### config.mk
export PLATFORM = sky130hd
export DESIGN_NAME = pattern_count_engine_flat
export DESIGN_NICKNAME = d
export VERILOG_FILES = /design/src/rtl/pattern_count_engine_if.sv /design/src/rtl/pattern_count_engine.sv /design/src/flat_wrapper.sv
export SDC_FILE = /design/constraint.sdc
export NUM_CORES = 1
export LEC_CHECK = 0
export ABC_AREA = 0
export CORE_MARGIN = 2
export CORE_UTILIZATION = 53
export CTS_CLUSTER_DIAMETER = 30
export DETAILED_ROUTE_END_ITERATION = 8
export PLACE_DENSITY = 0.77
export SKIP_LAST_GASP = 1
export SYNTH_ARGS = -nofsm -noshare
export SYNTH_HDL_FRONTEND = slang
export SYNTH_SLANG_ARGS = --single-unit
### constraint.sdc
create_clock -name clk -period 3.8 [get_ports clk]
set_clock_uncertainty 0.2 [all_clocks]
set_input_delay 0.38 -clock clk [delete_from_list [all_inputs] [get_ports clk]]
set_output_delay 0.38 -clock clk [all_outputs]
set_load 0.02 [all_outputs]
### src/rtl/pattern_count_engine_if.sv
// Engine <-> data memory bus: start/done handshake plus synchronous-read memory port.
// master is the engine side; slave is the memory/host side.
interface pattern_count_engine_if;
  logic       start;
  logic       done;
  logic [7:0] mem_addr;
  logic [7:0] mem_rd_data;
  logic       mem_wr_en;
  logic [7:0] mem_wr_data;

  modport master (
    input  start,
    input  mem_rd_data,
    output done,
    output mem_addr,
    output mem_wr_en,
    output mem_wr_data
  );

  modport slave (
    output start,
    output mem_rd_data,
    input  done,
    input  mem_addr,
    input  mem_wr_en,
    input  mem_wr_data
  );
endinterface

### src/rtl/pattern_count_engine.sv
// Streams a message and pattern byte out of data memory, counts 5-bit pattern
// occurrences (in-byte, per-byte, whole-string) and writes the three counts back.
module pattern_count_engine #(
  parameter int unsigned MSG_BYTES = 32,
  parameter int unsigned PAT_ADDR  = 32,
  parameter int unsigned RES_ADDR  = 33
) (
  input  logic                  clk,
  input  logic                  rst_n,
  pattern_count_engine_if.master bus
);

  localparam int unsigned AW = 8;
  localparam int unsigned DW = 8;
  localparam int unsigned PW = 5;
  localparam int unsigned CW = 8;
  localparam int unsigned HW = 3;
  localparam int unsigned XW = 12;

  typedef enum logic [2:0] {
    S_IDLE,
    S_FETCH,
    S_STREAM,
    S_WR0,
    S_WR1,
    S_WR2,
    S_FIN
  } state_e;

  state_e          state_q, state_d;
  logic [AW-1:0]   mem_addr_q, mem_addr_d;
  logic            wr_en_q, wr_en_d;
  logic            done_q, done_d;
  logic [PW-1:0]   pat_q, pat_d;
  logic [3:0]      prev_q, prev_d;
  logic            first_q, first_d;
  logic [CW-1:0]   ctb_q, ctb_d;
  logic [CW-1:0]   cto_q, cto_d;
  logic [CW-1:0]   cts_q, cts_d;

  logic [DW-1:0]   cur_c;
  logic [XW-1:0]   win_c;
  logic [HW-1:0]   in_hits_c;
  logic [HW-1:0]   cross_hits_c;
  logic            consume_c;
  logic [DW-1:0]   wr_data_c;

  assign cur_c = bus.mem_rd_data;

  // Window matches for the byte on the read bus: low 4 windows are in-byte, high 4 straddle prev.
  always_comb begin
    win_c        = {prev_q, cur_c};
    in_hits_c    = '0;
    cross_hits_c = '0;
    for (int j = 0; j < 4; j++) begin
      if (win_c[j +: PW] == pat_q) in_hits_c = in_hits_c + HW'(1);
      if (win_c[j + 4 +: PW] == pat_q) cross_hits_c = cross_hits_c + HW'(1);
    end
  end

  always_comb begin
    state_d    = state_q;
    mem_addr_d = mem_addr_q;
    wr_en_d    = 1'b0;
    done_d     = done_q;
    pat_d      = pat_q;
    prev_d     = prev_q;
    first_d    = first_q;
    ctb_d      = ctb_q;
    cto_d      = cto_q;
    cts_d      = cts_q;
    consume_c  = 1'b0;

    case (state_q)
      S_IDLE: begin
        if (bus.start) begin
          state_d    = S_FETCH;
          done_d     = 1'b0;
          ctb_d      = '0;
          cto_d      = '0;
          cts_d      = '0;
          pat_d      = '0;
          prev_d     = '0;
          first_d    = 1'b1;
          mem_addr_d = AW'(PAT_ADDR);
        end
      end
      S_FETCH: begin
        state_d    = S_STREAM;
        mem_addr_d = '0;
      end
      S_STREAM: begin
        // Pattern byte lands while address 0 is on the bus; message bytes follow one cycle behind.
        if (mem_addr_q == '0) begin
          pat_d = cur_c[DW-1:DW-PW];
        end else begin
          consume_c = 1'b1;
        end
        if (mem_addr_q == AW'(MSG_BYTES - 1)) begin
          state_d    = S_WR0;
          mem_addr_d = AW'(RES_ADDR);
          wr_en_d    = 1'b1;
        end else begin
          mem_addr_d = mem_addr_q + AW'(1);
        end
      end
      S_WR0: begin
        consume_c  = 1'b1;
        state_d    = S_WR1;
        mem_addr_d = AW'(RES_ADDR + 1);
        wr_en_d    = 1'b1;
      end
      S_WR1: begin
        state_d    = S_WR2;
        mem_addr_d = AW'(RES_ADDR + 2);
        wr_en_d    = 1'b1;
      end
      S_WR2: begin
        state_d    = S_FIN;
        mem_addr_d = '0;
      end
      S_FIN: begin
        state_d = S_IDLE;
        done_d  = 1'b1;
      end
      default: begin
        state_d = S_IDLE;
      end
    endcase

    if (consume_c) begin
      ctb_d   = ctb_q + CW'(in_hits_c);
      cto_d   = cto_q + CW'(in_hits_c != '0);
      cts_d   = cts_q + CW'(in_hits_c) + (first_q ? CW'(0) : CW'(cross_hits_c));
      prev_d  = cur_c[3:0];
      first_d = 1'b0;
    end
  end

  // ctb write must include the last byte, which only arrives during WR0 itself.
  always_comb begin
    wr_data_c = '0;
    case (state_q)
      S_WR0:   wr_data_c = ctb_d;
      S_WR1:   wr_data_c = cto_q;
      S_WR2:   wr_data_c = cts_q;
      default: wr_data_c = '0;
    endcase
  end

  always_ff @(posedge clk) begin
    if (!rst_n) begin
      state_q    <= S_IDLE;
      mem_addr_q <= '0;
      wr_en_q    <= 1'b0;
      done_q     <= 1'b0;
      pat_q      <= '0;
      prev_q     <= '0;
      first_q    <= 1'b0;
      ctb_q      <= '0;
      cto_q      <= '0;
      cts_q      <= '0;
    end else begin
      state_q    <= state_d;
      mem_addr_q <= mem_addr_d;
      wr_en_q    <= wr_en_d;
      done_q     <= done_d;
      pat_q      <= pat_d;
      prev_q     <= prev_d;
      first_q    <= first_d;
      ctb_q      <= ctb_d;
      cto_q      <= cto_d;
      cts_q      <= cts_d;
    end
  end

  assign bus.done        = done_q;
  assign bus.mem_addr    = mem_addr_q;
  assign bus.mem_wr_en   = wr_en_q;
  assign bus.mem_wr_data = wr_data_c;

endmodule

### src/flat_wrapper.sv
// flat-port wrapper written by rule: the top's interface ports become plain ports
module pattern_count_engine_flat 
#(
  parameter int unsigned MSG_BYTES = 32,
  parameter int unsigned PAT_ADDR  = 32,
  parameter int unsigned RES_ADDR  = 33
)
  (clk, rst_n, bus_start, bus_mem_rd_data, bus_done, bus_mem_addr, bus_mem_wr_en, bus_mem_wr_data);
  pattern_count_engine_if bus_i ();
  input  logic clk;
  input  logic rst_n;
  input wire logic [$bits(bus_i.start)-1:0] bus_start;
  input wire logic [$bits(bus_i.mem_rd_data)-1:0] bus_mem_rd_data;
  output wire logic [$bits(bus_i.done)-1:0] bus_done;
  output wire logic [$bits(bus_i.mem_addr)-1:0] bus_mem_addr;
  output wire logic [$bits(bus_i.mem_wr_en)-1:0] bus_mem_wr_en;
  output wire logic [$bits(bus_i.mem_wr_data)-1:0] bus_mem_wr_data;
  assign bus_i.start = bus_start;
  assign bus_i.mem_rd_data = bus_mem_rd_data;
  assign bus_done = bus_i.done;
  assign bus_mem_addr = bus_i.mem_addr;
  assign bus_mem_wr_en = bus_i.mem_wr_en;
  assign bus_mem_wr_data = bus_i.mem_wr_data;
  pattern_count_engine #(.MSG_BYTES(MSG_BYTES), .PAT_ADDR(PAT_ADDR), .RES_ADDR(RES_ADDR)) u_core (.clk(clk), .rst_n(rst_n), .bus(bus_i));
endmodule
==> metrics.md <==
| Metric | Value |
|---|---|
| # rows | `29` |
| Iteration-0 DRC Markers | `234` |
| Unrepaired setup endpoints after global routing | `yes` |
| Flop-to-flop setup slack | `-0.26 ns` |
| Avg Cell Area, Syn | `7.807 µm²` |
| WL per Instance | `17.32 µm` |
| Multiplexer area fraction after synthesis | `0.02940` |
| R2R Path End | `u_core.cts_q[7]` |
| Post-synthesis compound-gate area fraction | `0.1768` |
| Hold Path Class | `reg -> reg` |
| Die Y | `85.14 µm` |
| Synthesized area | `3490 µm²` |
| Fillers | `397` |
| Num CTS Buffers | `5` |
| Tcrit/Tclk final | `1.069` |
| Worst-case clock buffer depth | `2` |
| FF-to-FF Start | `u_core.pat_q[0]` |
| Highest Clock Rate | `0.2461 GHz` |
| Top Layer Used | `met4` |
| First-pass GRT wire length | `16290 µm` |
| Fin crit period | `4.064 ns` |
| Final Wtd Congestion | `roughly 0.87` |
| Layout area overhead | `45.57%` |
| Final ANT Viol Nets | `0` |
| TritonCTS clock tree | `done` |
| Leakage | `0.002049 µW` |
| Failing checks | `negative setup slack` |
| Worst setup margin | `-0.2638 ns` |
| Adder-Cell Fraction of Synth Area | `0.09681` |
| Clock slew at reported path FFs | `roughly 0.090 ns` |
| Post-synth cell types | `between 50 and 60` |
| Worst Path Arrival | `roughly 4.1 ns` |
| Critical path launch point | `bus_mem_rd_data[6]` |
| Mapped Cells | `approximately 450` |
| Global Route Usage Sum | `0.2717` |
| Antenna diodes | `0` |
| Vias in the first global route | `3514` |
| CP Class | `in -> reg` |
| Starting Density | `0.5496` |
| H-Tree Depth | `2` |
| Largest net degree at the start of global routing | `31` |
| Die width | `85.14 µm` |
| CP Launch Type | `primary input` |
| DP HPWL | `6525 µm` |
| Syn Nets | `482` |
| CTS root buffer | `clkbuf_8` |
| Count of boundary I/O pins | `29` |
| Maxcap violations | `0` |
| Slew of the pin with the lowest slew margin | `0.9519 ns` |
| Aggregate routed wire length | `10670 µm` |
| DR DRC count | `0` |
| Via count | `3606` |
| Final Hold Slack | `~0.28 ns` |
| Number of port buffers | `28` |
| Fin Setup TNS | `-2.079 ns` |
| Fraction of layout cells with a size suffix above 1 | `0.3544` |
| CP Capture Type | `register` |
| Worst slew margin | `0.3654` |
| Final #Nets | `between 500 and 600` |
| DIE AREA | `~7200 µm²` |
| Run status | `complete, but fails checks` |
| Fraction of registers with async set/reset | `0` |
| Post-synthesis sequential area ratio | `0.2696` |
| Post-DR vias/cell | `between 5 and 6` |
| Initial antenna violation count | `0` |
| Crit Path Max Fanout | `5` |
| Synth Area in XOR/XNOR | `0.1431` |
| Hold Vio Cnt, Final | `0` |
| Worst path required time | `3.84 ns` |
| Main combinational cell family by area after synthesis | `simple AND/OR/NAND/NOR gates` |
| Power per cell area | `270.0 nW/µm²` |
| Met1 WL | `between 4000 and 5000 µm` |
| Seq cells post-synth | `47` |
| EDFF count, synth | `0` |
| Met3 Routed Length | `314 µm` |
| Total gr overflow | `0` |
| Setup Viol. Count Final | `14` |
| Core ar. | `6350 µm²` |
| Worst reg2reg path depth | `21` |
| Synth warnings | `0` |
| Critical Path End | `u_core.cts_q[7]` |
| CTS sink cnt | `between 40 and 50` |
| Worst vdd ir | `0.2433 mV` |
| TritonRoute pass-1 iters | `5` |
| Max Slew Vio Count | `0` |
| Clock latency on the worst-skew pair | `0.30 ns` |
| Top_reg_cell synth | `dfxtp_1` |
| Simple-gate portion of the synthesized area | `0.2144` |
| WL met2 | `between 5000 and 6000 µm` |
## cell families after synthesis
group | after synthesis
adders and majority gates | 24
AOI/OAI and AO/OA | 101
xor gates and xnor gates | 57
DFF | 47
buffers and inverters | 54
muxes | 10
and+or+nand+nor | 154
## stage by stage
step / worst slack, ns / instance area, µm² / instances / total power (µW) / util
2_1_floorplan: 0.0005880 / 3572 / 447 / 833.2 / -
3_3_place_gp: -1.008 / 4213 / 580 / 937.0 / 0.6634
3_5_place_dp: -1.067 / 4213 / 580 / 949.6 / 0.6634
4_1_cts: -0.1470 / 4775 / 607 / 1301 / 0.7519
5_1_grt: -0.4268 / 5080 / 616 / 1435 / 0.8000
6_report: -0.2638 / 5080 / 616 / 1371 / 0.8000
## flip-flops by register name, summed over array words and instances, names as in the netlist
| name | cells |
|---|---|
| u_core.bus.done | 1 |
| u_core.bus.mem_addr | 8 |
| u_core.bus.mem_wr_en | 1 |
| u_core.ctb_q | 8 |
| u_core.cto_q | 8 |
| u_core.cts_q | 8 |
| u_core.first_q | 1 |
| u_core.pat_q | 5 |
| u_core.prev_q | 4 |
| u_core.state_q | 3 |
## cells in the final DEF (no fill, tap or decap), drive strengths merged, types with 3 or more instances in the layout
cell,count
and3,5
inv,24
nor3,15
buf,92
nand3,27
a21oi,47
nor3b,4
ha,19
o211ai,3
fa,5
a21o,3
o22ai,3
o31ai,4
nor4,3
or3,4
a22oi,5
clkbuf,7
mux2i,8
clkdlybuf4s15,4
xor2,21
nor2,33
xnor2,36
o21ai,20
dfxtp,47
nand2,44
nand4,4
dlygate4sd2,4
nor2b,4
clkdlybuf4s50,13
a31oi,5
## cells in the mapped netlist, drive strengths merged (3+ instances only)
cell type | instances | area (µm²)
a21oi | 47 | 239.0
dfxtp | 47 | 940.9
nand2 | 44 | 165.2
xnor2 | 36 | 315.3
nor2 | 33 | 123.9
nand3 | 27 | 135.1
inv | 24 | 90.09
xor2 | 21 | 183.9
o21ai | 20 | 100.1
ha | 19 | 237.7
clkbuf | 17 | 63.81
nor3 | 15 | 75.07
buf | 12 | 86.33
mux2i | 8 | 80.08
a22oi | 5 | 37.54
a31oi | 5 | 31.28
and3 | 5 | 31.28
fa | 5 | 100.1
nand4 | 4 | 25.02
nor2b | 4 | 25.02
nor3b | 4 | 35.03
o31ai | 4 | 43.79
or3 | 4 | 25.02
a21o | 3 | 22.52
nor4 | 3 | 18.77
o211ai | 3 | 22.52
o22ai | 3 | 18.77
## cell type report
type	count	area (µm²)	area share
repair buffers	113	985.9	0.1941
clock inverters	1	8.758	0.001724
multi-input cells	346	2856	0.5623
inverters	25	93.84	0.01847
clock buffers	7	86.33	0.01700
well taps	77	96.34	0.01897
flip-flops and latches	47	952.2	0.1874
## report_power, final
part           internal, µW  total, µW  leakage (µW)  switching [µW]
Clock                   149        320     0.0000484             171
Combinational           213        496       0.00162             283
Sequential              511        555      0.000383            44.7
## repair_timing
| action | 4_1_cts | 5_1_grt |
|---|---|---|
| gates cloned | 0 | 0 |
| pin swaps | 53 | 41 |
| setup buffers | 20 | 9 |
| gates resized for setup | 128 | 44 |
| hold buffers | 0 | 0 |
| endpoints found under the setup margin | 19 | 20 |
## worst max-delay path: stages
cell and delay, ns:
clkdlybuf4s15_1 0.30, buf_6 0.21, xnor2_1 0.19, nand4_1 0.19, inv_2 0.14, buf_6 0.11
ha_4 0.11, inv_2 0.04, mux2i_4 0.16, buf_4 0.15, ha_4 0.12, nor3b_4 0.21
a21oi_2 0.07, fa_1 0.54, inv_2 0.05, ha_4 0.16, fa_2 0.41, a21oi_4 0.19
nor3b_2 0.08, nand3_1 0.12, mux2i_1 0.17
## layer usage
| metal | vias to the layer above | track usage |
|---|---|---|
| li1 | 1727 | - |
| met1 | 1751 | 0.3376 |
| met2 | 100 | 0.4780 |
| met3 | 28 | 0.03307 |
| met4 | 0 | 0.1068 |
| met5 | - | 0 |
## worst min-delay path by stage
| stage | startpoint | to | slack (ns) | cells past startpoint |
|---|---|---|---|---|
| final | u_core.ctb_q[2] | u_core.ctb_q[2] | 0.28 | 2 |
| after global routing | u_core.ctb_q[2] | u_core.ctb_q[2] | 0.32 | 2 |
| after CTS | u_core.ctb_q[2] | u_core.ctb_q[2] | 0.28 | 2 |
| after detailed placement | u_core.ctb_q[2] | u_core.ctb_q[2] | 0.27 | 2 |
| after global placement | u_core.ctb_q[0] | u_core.ctb_q[0] | 0.26 | 2 |
| after floorplan | u_core.ctb_q[0] | u_core.ctb_q[0] | 0.25 | 2 |
(Power assumes the default switching activity.)
